`src/rtl/counter_pkg.sv`:
```
// Shared constants for the counter family (up/down, cascaded, BCD).
package counter_pkg;

  // Behaviour at a count limit.
  localparam logic CNT_MODE_WRAP = 1'b0;
  localparam logic CNT_MODE_SAT  = 1'b1;

  // Count direction as seen on up_down.
  localparam logic CNT_DIR_UP   = 1'b1;
  localparam logic CNT_DIR_DOWN = 1'b0;

  // True when a modulus fits the counter width and has at least two states.
  function automatic bit cnt_mod_legal(input int unsigned num_bits, input int unsigned modulus);
    return (modulus >= 2) && (modulus <= (32'd1 << num_bits));
  endfunction

endpackage

```
`src/rtl/updown_mod_counter_if.sv`:
```
// Command/status bundle of the up/down modulo counter.
interface updown_mod_counter_if #(
  parameter int unsigned NUM_BITS = 4
);

  logic                clear;
  logic                load;
  logic [NUM_BITS-1:0] load_value;
  logic                enable;
  logic                up_down;
  logic [NUM_BITS-1:0] value;
  logic                terminal_count;
  logic                wrap_pulse;
  logic                load_error;

  // Controller side: issues commands, observes count and flags.
  modport master (
    output clear, load, load_value, enable, up_down,
    input  value, terminal_count, wrap_pulse, load_error
  );

  // Counter side.
  modport slave (
    input  clear, load, load_value, enable, up_down,
    output value, terminal_count, wrap_pulse, load_error
  );

endinterface

```
`src/rtl/counter_next_value.sv`:
```
// Combinational step logic: next count for one enabled step, limit detect, and load clamping.
module counter_next_value
  import counter_pkg::*;
#(
  parameter int unsigned NUM_BITS = 4,
  parameter int unsigned MODULUS  = 2 ** NUM_BITS
) (
  input  logic [NUM_BITS-1:0] value,
  input  logic                up_down,
  input  logic                sat_mode,
  input  logic [NUM_BITS-1:0] load_value,
  output logic [NUM_BITS-1:0] step_value,
  output logic                at_limit,
  output logic [NUM_BITS-1:0] load_next,
  output logic                load_clamp
);

  // One extra bit so MODULUS = 2**NUM_BITS never depends on natural rollover.
  localparam int unsigned     ExtW    = NUM_BITS + 1;
  localparam logic [NUM_BITS:0] LastVal = ExtW'(MODULUS - 1);

  logic [NUM_BITS:0] val_ext;
  logic [NUM_BITS:0] load_ext;

  // Step, limit and clamp evaluation.
  always_comb begin
    val_ext    = {1'b0, value};
    load_ext   = {1'b0, load_value};
    at_limit   = 1'b0;
    step_value = value;
    if (up_down == CNT_DIR_UP) begin
      at_limit = (val_ext >= LastVal);
      if (!at_limit) begin
        step_value = NUM_BITS'(val_ext + ExtW'(1));
      end else if (sat_mode == CNT_MODE_WRAP) begin
        step_value = '0;
      end
    end else begin
      at_limit = (val_ext == '0);
      if (!at_limit) begin
        step_value = NUM_BITS'(val_ext - ExtW'(1));
      end else if (sat_mode == CNT_MODE_WRAP) begin
        step_value = NUM_BITS'(LastVal);
      end
    end
    load_clamp = (load_ext > LastVal);
    load_next  = load_clamp ? NUM_BITS'(LastVal) : load_value;
  end

endmodule

```
`src/rtl/updown_mod_counter.sv`:
```
// Up/down modulo-N counter with wrap/saturate mode, parallel load, clear and limit flags.
module updown_mod_counter
  import counter_pkg::*;
#(
  parameter int unsigned NUM_BITS = 4,
  parameter int unsigned MODULUS  = 2 ** NUM_BITS,
  parameter int unsigned SATURATE = 0
) (
  input logic                  clk,
  input logic                  reset,
  updown_mod_counter_if.slave  bus
);

  if (!cnt_mod_legal(NUM_BITS, MODULUS)) begin : g_bad_modulus
    $error("updown_mod_counter: MODULUS must lie in 2..2**NUM_BITS");
  end
  if (SATURATE > 1) begin : g_bad_mode
    $error("updown_mod_counter: SATURATE must be 0 or 1");
  end

  localparam logic SatMode = (SATURATE != 0) ? CNT_MODE_SAT : CNT_MODE_WRAP;

  logic [NUM_BITS-1:0] value_d, value_q;
  logic                wrap_d, wrap_q;
  logic                err_d, err_q;
  logic [NUM_BITS-1:0] step_value;
  logic [NUM_BITS-1:0] load_next;
  logic                at_limit;
  logic                load_clamp;

  counter_next_value #(
    .NUM_BITS (NUM_BITS),
    .MODULUS  (MODULUS)
  ) u_next (
    .value      (value_q),
    .up_down    (bus.up_down),
    .sat_mode   (SatMode),
    .load_value (bus.load_value),
    .step_value (step_value),
    .at_limit   (at_limit),
    .load_next  (load_next),
    .load_clamp (load_clamp)
  );

  // Command priority below reset: clear > load > enable > hold; flags default low.
  always_comb begin
    value_d = value_q;
    wrap_d  = 1'b0;
    err_d   = 1'b0;
    if (bus.clear) begin
      value_d = '0;
    end else if (bus.load) begin
      value_d = load_next;
      err_d   = load_clamp;
    end else if (bus.enable) begin
      value_d = step_value;
      // In saturate mode this flags the blocked step rather than a wrap.
      wrap_d  = at_limit;
    end
  end

  // State registers with synchronous reset.
  always_ff @(posedge clk) begin
    if (reset) begin
      value_q <= '0;
      wrap_q  <= 1'b0;
      err_q   <= 1'b0;
    end else begin
      value_q <= value_d;
      wrap_q  <= wrap_d;
      err_q   <= err_d;
    end
  end

  assign bus.value          = value_q;
  assign bus.wrap_pulse     = wrap_q;
  assign bus.load_error     = err_q;
  // Live direction, so a cascaded stage can be enabled in the same cycle.
  assign bus.terminal_count = at_limit;

endmodule

```
`src/flat_wrapper.sv`:
```
// flat-port wrapper written by rule: the top's interface ports become plain ports
module updown_mod_counter_flat import counter_pkg::*;
#(
  parameter int unsigned NUM_BITS = 4,
  parameter int unsigned MODULUS  = 2 ** NUM_BITS,
  parameter int unsigned SATURATE = 0
)
  (clk, reset, bus_clear, bus_load, bus_load_value, bus_enable, bus_up_down, bus_value, bus_terminal_count, bus_wrap_pulse, bus_load_error);
  updown_mod_counter_if #(.NUM_BITS(NUM_BITS)) bus_i ();
  input logic clk;
  input logic reset;
  input wire logic [$bits(bus_i.clear)-1:0] bus_clear;
  input wire logic [$bits(bus_i.load)-1:0] bus_load;
  input wire logic [$bits(bus_i.load_value)-1:0] bus_load_value;
  input wire logic [$bits(bus_i.enable)-1:0] bus_enable;
  input wire logic [$bits(bus_i.up_down)-1:0] bus_up_down;
  output wire logic [$bits(bus_i.value)-1:0] bus_value;
  output wire logic [$bits(bus_i.terminal_count)-1:0] bus_terminal_count;
  output wire logic [$bits(bus_i.wrap_pulse)-1:0] bus_wrap_pulse;
  output wire logic [$bits(bus_i.load_error)-1:0] bus_load_error;
  assign bus_i.clear = bus_clear;
  assign bus_i.load = bus_load;
  assign bus_i.load_value = bus_load_value;
  assign bus_i.enable = bus_enable;
  assign bus_i.up_down = bus_up_down;
  assign bus_value = bus_i.value;
  assign bus_terminal_count = bus_i.terminal_count;
  assign bus_wrap_pulse = bus_i.wrap_pulse;
  assign bus_load_error = bus_i.load_error;
  updown_mod_counter #(.NUM_BITS(NUM_BITS), .MODULUS(MODULUS), .SATURATE(SATURATE)) u_core (.clk(clk), .reset(reset), .bus(bus_i));
endmodule
```
`config.mk`:
```
export PLATFORM = sky130hd
export DESIGN_NAME = updown_mod_counter_flat
export DESIGN_NICKNAME = d
export VERILOG_FILES = /design/src/rtl/counter_pkg.sv /design/src/rtl/updown_mod_counter_if.sv /design/src/rtl/counter_next_value.sv /design/src/rtl/updown_mod_counter.sv /design/src/flat_wrapper.sv
export SDC_FILE = /design/constraint.sdc
export NUM_CORES = 1
export LEC_CHECK = 0
export BUFFER_PORTS_ARGS = -buffer_cell sky130_fd_sc_hd__buf_4
export CORE_AREA = 2 2 39 41
export DETAILED_ROUTE_END_ITERATION = 10
export DIE_AREA = 0 0 41 43
export SLEW_MARGIN = 20
export SYNTH_ARGS = -nofsm -noshare
export SYNTH_HDL_FRONTEND = slang
export SYNTH_SLANG_ARGS = --single-unit
```
`constraint.sdc`:
```
create_clock -name clk -period 1.5 [get_ports clk]
set_clock_uncertainty 0.05 [all_clocks]
set_input_delay 0.15 -clock clk [delete_from_list [all_inputs] [get_ports clk]]
set_output_delay 0.15 -clock clk [all_outputs]
set_load 0.02 [all_outputs]
```
==> flow_metrics.py, run 1 <==
metrics = {
    "run_status": {
        "status": "finished clean",
    },
    "final_layout": {
        "n_fill_cell": 150,
        "antennaDiodeCount": 0,
        "drive_gt1_share_pct": 43.8,
        "area_growth_pct": 57.2,
        "layout.nets": 77,
    },
    "logic_synthesis": {
        "postSynthCellCount": 45,
        "muxShareOfSynthArea_pct": 2.76,
        "synth_xor_area_share_pct": 7.24,
        "ys_warn_count": 0,
        "synth_top_family_by_area": "simple AND/OR/NAND/NOR gates",
        "synth_simple_gate_area_share_pct": 24.5,
        "synth.distinct_cells": 27,
        "syn_area_per_cell_um2": 8.06,
        "synth-seq-cells": 5,
        "synthAdderAreaFrac_pct": 6.90,
        "synth-compound-area-share_pct": 23.8,
        "yosysSeqAreaShare_pct": 27.6,
        "synth_nets": 57,
        "syn_area_um2": 363,
    },
    "place": {
        "dp_hpwl_um": 670,
        "portBuffers": 15,
        "gp_congestion": 0.744,
        "place_worst_setup_slack_ns": 0.0964,
    },
    "route": {
        "remaining_drc_errors": 0,
        "wire_per_inst_um": 11.0,
        "first_iter_violations": 6,
        "num_vias": 383,
        "first_pass_iters": 4,
        "postRouteAntennaNets": 0,
        "post_drt_via_cell_ratio": 4.79,
        "wirelength_um": 881,
    },
    "grt": {
        "grt_busiest_layer": "met2",
        "grt_pass1_wl_mm": 1.21,
        "grt_usage_pct": 10.2,
        "antenna_found_initial": 0,
        "use_met2_pct": 16.9,
        "use_met1_pct": 11.5,
        "grt_max_degree": 10,
        "use_met3_pct": 6.28,
        "overflow": 0,
        "grt_pass1_vias": 306,
    },
    "clocking": {
        "ctsHoldBuffers": 0,
        "cts_sinks": 5,
        "path_clk_slew_ns": 0.04,
        "clk_path_buf_depth": 2,
        "insertion_delay_ns": 0.24,
        "htree_levels": 1,
        "cts-root-buf": "clkbuf_4",
        "cts_tree": "built",
        "cts-buffers-inserted": 3,
    },
    "floorplan": {
        "die_w_um": 41,
        "rows": 14,
        "die_area_um2": 1760,
        "start_util_pct": 26.2,
        "dieHeight_um": 43,
        "boundaryPins": 17,
        "core-area_um2": 1380,
    },
    "timing": {
        "setup_viol": 0,
        "clock.fmax_mhz": 698,
        "min_period_ns": 1.43,
        "finalHoldViolations": 0,
        "fin_crit_sh_pct": 95.5,
        "fin_ws_ns": 0.0668,
        "rsz0062_at_grt": "false",
        "drv_slew": 0,
        "setup-tns-final_ns": 0,
    },
    "setup_path": {
        "crit_fanout": 6,
        "worstSetupEndpointType": "output pin",
        "crit_type": "reg -> out",
        "critPathLaunch": "u_core.bus.value[1]",
        "r2r-start": "u_core.bus.value[2]",
        "startpoint_type": "flop",
        "crit_required_ns": 1.30,
        "arrival_ns": 1.23,
    },
    "power_and_ir_drop": {
        "power_w": 0.000424,
        "powerDensity_nw_per_um2": 743,
        "p_leak_nw": 0.247,
        "peakVddDrop_v": 0.000526,
    },
    "min_path": {
        "hp-class": "in -> reg",
        "hold_start": "bus_clear",
    },
    "run": {
        "drv_cap": 0,
    },
}
## path summary, 6_finish.rpt
path | slack (ns) | cells after the start | endpoint
max | 0.07 | 4 | bus_terminal_count
min | 0.04 | 2 | u_core.bus.value[0]
max reg2reg | 0.18 | 4 | u_core.bus.value[3]
min reg2reg | 0.65 | 3 | u_core.bus.value[1]
## cell type report
cell class,instances,area (um^2),share of cell area [%]
flip-flops and latches,5,105,18.4
repair buffers,17,131,23.0
inverters,3,13.8,2.41
multi-input cells,35,274,48.0
clock buffers,4,26.3,4.61
well taps,16,20.0,3.51
## placed cells by master (no fill, tap or decap), types with 2 or more instances in the layout
| master | n |
|---|---|
| a21oi_1 | 3 |
| nand4_1 | 2 |
| xnor2_1 | 3 |
| nand2_1 | 2 |
| dfxtp_1 | 3 |
| nor2_1 | 3 |
| o21ai_0 | 3 |
| nand2b_1 | 2 |
| buf_4 | 16 |
| clkbuf_4 | 3 |
## per-stage QoR
step | area, um^2 | util (%) | instances | hold slack (ns)
global placement | 504 | 36.4 | 76 | 0.301
CTS | 558 | 40.3 | 80 | 0.0335
detailed placement | 504 | 36.4 | 76 | 0.300
global route | 571 | 41.2 | 80 | 0.0444
finish | 571 | 41.2 | 80 | 0.0389
floorplan | 368 | - | 45 | 0.177
## cells by family after synthesis
kind of cell / Yosys count
xor+xnor: 3
compound gates: 12
fa+ha+maj: 2
other cells: 1
simple gates: 16
mux: 1
buf+inv: 5
flops: 5
## critical path, stage by stage, from the launching register on
cell	delay [ns]
dfxtp_2	0.37
ha_1	0.21
nand4_1	0.16
o31ai_4	0.10
buf_6	0.15
## cells in the mapped netlist (all sizes together)
cell type | n | area [um^2]
o211a | 1 | 10.0
clkbuf | 1 | 3.75
and2 | 1 | 6.26
a21boi | 1 | 7.51
or3 | 1 | 6.26
o31ai | 1 | 7.51
dfxtp | 5 | 100
nor2b | 1 | 6.26
o21ai | 3 | 15.0
buf | 1 | 7.51
a21oi | 3 | 15.0
mux2i | 1 | 10.0
inv | 3 | 11.3
o32ai | 1 | 16.3
nor3b | 1 | 7.51
nor3 | 1 | 5.00
xnor2 | 3 | 26.3
a31oi | 1 | 6.26
conb | 1 | 3.75
a31o | 1 | 8.76
nand2b | 3 | 18.8
nor2 | 3 | 11.3
nand3b | 1 | 7.51
ha | 2 | 25.0
nand2 | 2 | 7.51
nand4 | 2 | 12.5
## power breakdown
group          internal (W)  leakage [nW]  switching (W)
sequential         0.000139        0.0420     0.00000766
clock              0.000101        0.0150      0.0000594
combinational     0.0000621         0.190      0.0000552
## state kept, by name (all words and copies together), names as in the netlist
name                   count
u_core.bus.value           4
u_core.bus.wrap_pulse      1
## metal layers
layer	vias up	routed length, um
met1	167	364
met3	0	107
met4	0	0
met2	21	410
li1	195	-
met5	-	0
## what timing repair did
action / 4_1_cts / 5_1_grt
hold endpoints to repair: 0 / 0
pin swaps: 1 / 2
endpoints found under the setup margin: 1 / 1
gates resized for setup: 7 / 2
buffers inserted: 0 / 0
Power figures use the tool's default switching activity.
==> run 2: changes to the inputs <==
--- a/config.mk
+++ b/config.mk
@@ -9,6 +9,7 @@
 export CORE_AREA = 2 2 39 41
 export DETAILED_ROUTE_END_ITERATION = 10
 export DIE_AREA = 0 0 41 43
+export SETUP_SLACK_MARGIN = 0.5
 export SLEW_MARGIN = 20
 export SYNTH_ARGS = -nofsm -noshare
 export SYNTH_HDL_FRONTEND = slang
==> run 2 against run 1 <==
Cell area rose by 16%. Sequential cell count unchanged. Global-route usage rose by 1.9 points. Utilization increased by 6.4 points. Register-to-register slack lost 0.03 ns. Clock power rose by 2%. Largest cell class unchanged.
==> flow_metrics.py, run 2 (synthesis gave the netlist of run 1 again) <==
metrics = {
    "power_and_ir_drop": {
        "powerDensity_nw_per_um2": 681,
        "power_w": 0.000449,
        "p_leak_nw": 0.276,
        "peakVddDrop_v": 0.000366,
    },
    "clocking": {
        "clk_path_buf_depth": 2,
        "htree_levels": 1,
        "cts_sinks": 5,
        "cts_tree": "built",
        "insertion_delay_ns": 0.25,
        "path_clk_slew_ns": 0.05,
        "cts-buffers-inserted": 3,
        "cts-root-buf": "clkbuf_4",
    },
    "route": {
        "first_pass_iters": 2,
        "wirelength_um": 937,
        "first_iter_violations": 1,
        "postRouteAntennaNets": 0,
        "remaining_drc_errors": 0,
        "post_drt_via_cell_ratio": 4.70,
        "num_vias": 390,
        "wire_per_inst_um": 11.3,
    },
    "setup_path": {
        "startpoint_type": "flop",
        "arrival_ns": 1.21,
        "crit_type": "reg -> out",
        "crit_required_ns": 1.30,
        "worstSetupEndpointType": "output pin",
        "crit_fanout": 3,
    },
    "run": {
        "drv_cap": 0,
    },
    "timing": {
        "setup_viol": 0,
        "setup-tns-final_ns": 0,
        "clock.fmax_mhz": 711,
        "rsz0062_at_grt": "true",
        "fin_crit_sh_pct": 93.7,
        "min_period_ns": 1.41,
        "finalHoldViolations": 0,
        "hold_ws_ns": 0.0299,
        "fin_ws_ns": 0.0940,
        "drv_slew": 0,
    },
    "place": {
        "portBuffers": 15,
        "gp_congestion": 0.748,
        "place_worst_setup_slack_ns": 0.240,
        "placed_area_um2": 547,
    },
    "final_layout": {
        "antennaDiodeCount": 0,
        "area_growth_pct": 81.7,
        "layout.nets": 80,
        "mostFrequentLayoutCell": "buf_4",
        "drive_gt1_share_pct": 56.7,
        "fin_area_um2": 659,
        "layout_common_cells": "buf_4 (15), buf_6 (5), dfxtp_4 (4)",
        "largest_register_ff_count": 4,
    },
    "floorplan": {
        "core-area_um2": 1380,
        "die_w_um": 41,
        "die_area_um2": 1760,
        "boundaryPins": 17,
        "rows": 14,
        "start_util_pct": 26.2,
        "dieHeight_um": 43,
    },
    "grt": {
        "overflow": 0,
        "grt_usage_pct": 12.2,
        "grt_pass1_wl_mm": 1.46,
        "antenna_found_initial": 0,
        "grt_pass1_vias": 351,
        "grt_max_degree": 10,
    },
    "min_path": {
        "hp-class": "in -> reg",
    },
    "run_status": {
        "status": "finished clean",
    },
}
-- run 2: stage by stage --
step	instances	utilization, %
finish	83	47.6
CTS	82	45.5
detailed placement	74	39.5
global placement	74	39.5
floorplan	45	-
global route	83	47.6
-- run 2: repair_timing --
item / CTS / global route
pin swaps: 4 / 6
buffers inserted: 4 / 1
endpoints found under the hold margin: 0 / 0
gates resized for setup: 5 / 5
setup endpoints to repair: 6 / 9
hold buffers: 0 / 0
-- run 2: where the power goes --
part	switching, W	leakage, nW	internal, W
registers	0.0000110	0.0437	0.000136
clock network	0.0000633	0.0150	0.000101
logic	0.0000594	0.217	0.0000789
-- run 2: final cells by class --
cell class                 instances  area, um^2
clock buffer                       4        26.3
sequential                         5         115
fill                             123         724
inverter                           3        16.3
multi-input combinational         35         313
timing repair buffer              20         169
tap                               16        20.0
-- run 2: worst paths after layout --
| path | startpoint | endpoint | slack, ns | cells past startpoint |
|---|---|---|---|---|
| hold / removal | bus_clear | u_core.bus.value[0] | 0.03 | 2 |
| hold reg to reg | u_core.bus.value[3] | u_core.bus.wrap_pulse | 0.56 | 2 |
| setup / recovery | u_core.bus.value[0] | bus_terminal_count | 0.09 | 5 |
| setup reg to reg | u_core.bus.value[0] | u_core.bus.value[2] | 0.15 | 7 |
-- run 2: critical path: stages, from the launching register on --
cell	delay, ns
dfxtp_4	0.36
inv_4	0.06
ha_4	0.13
nand2b_4	0.06
o31ai_4	0.18
buf_6	0.15
-- run 2: per-layer routing --
metal,GRT usage [%],wire length (um),up-vias
met5,0,0,-
met4,4.00,9,0
met3,4.71,52,2
met2,19.4,462,12
met1,14.2,413,176
li1,-,-,200
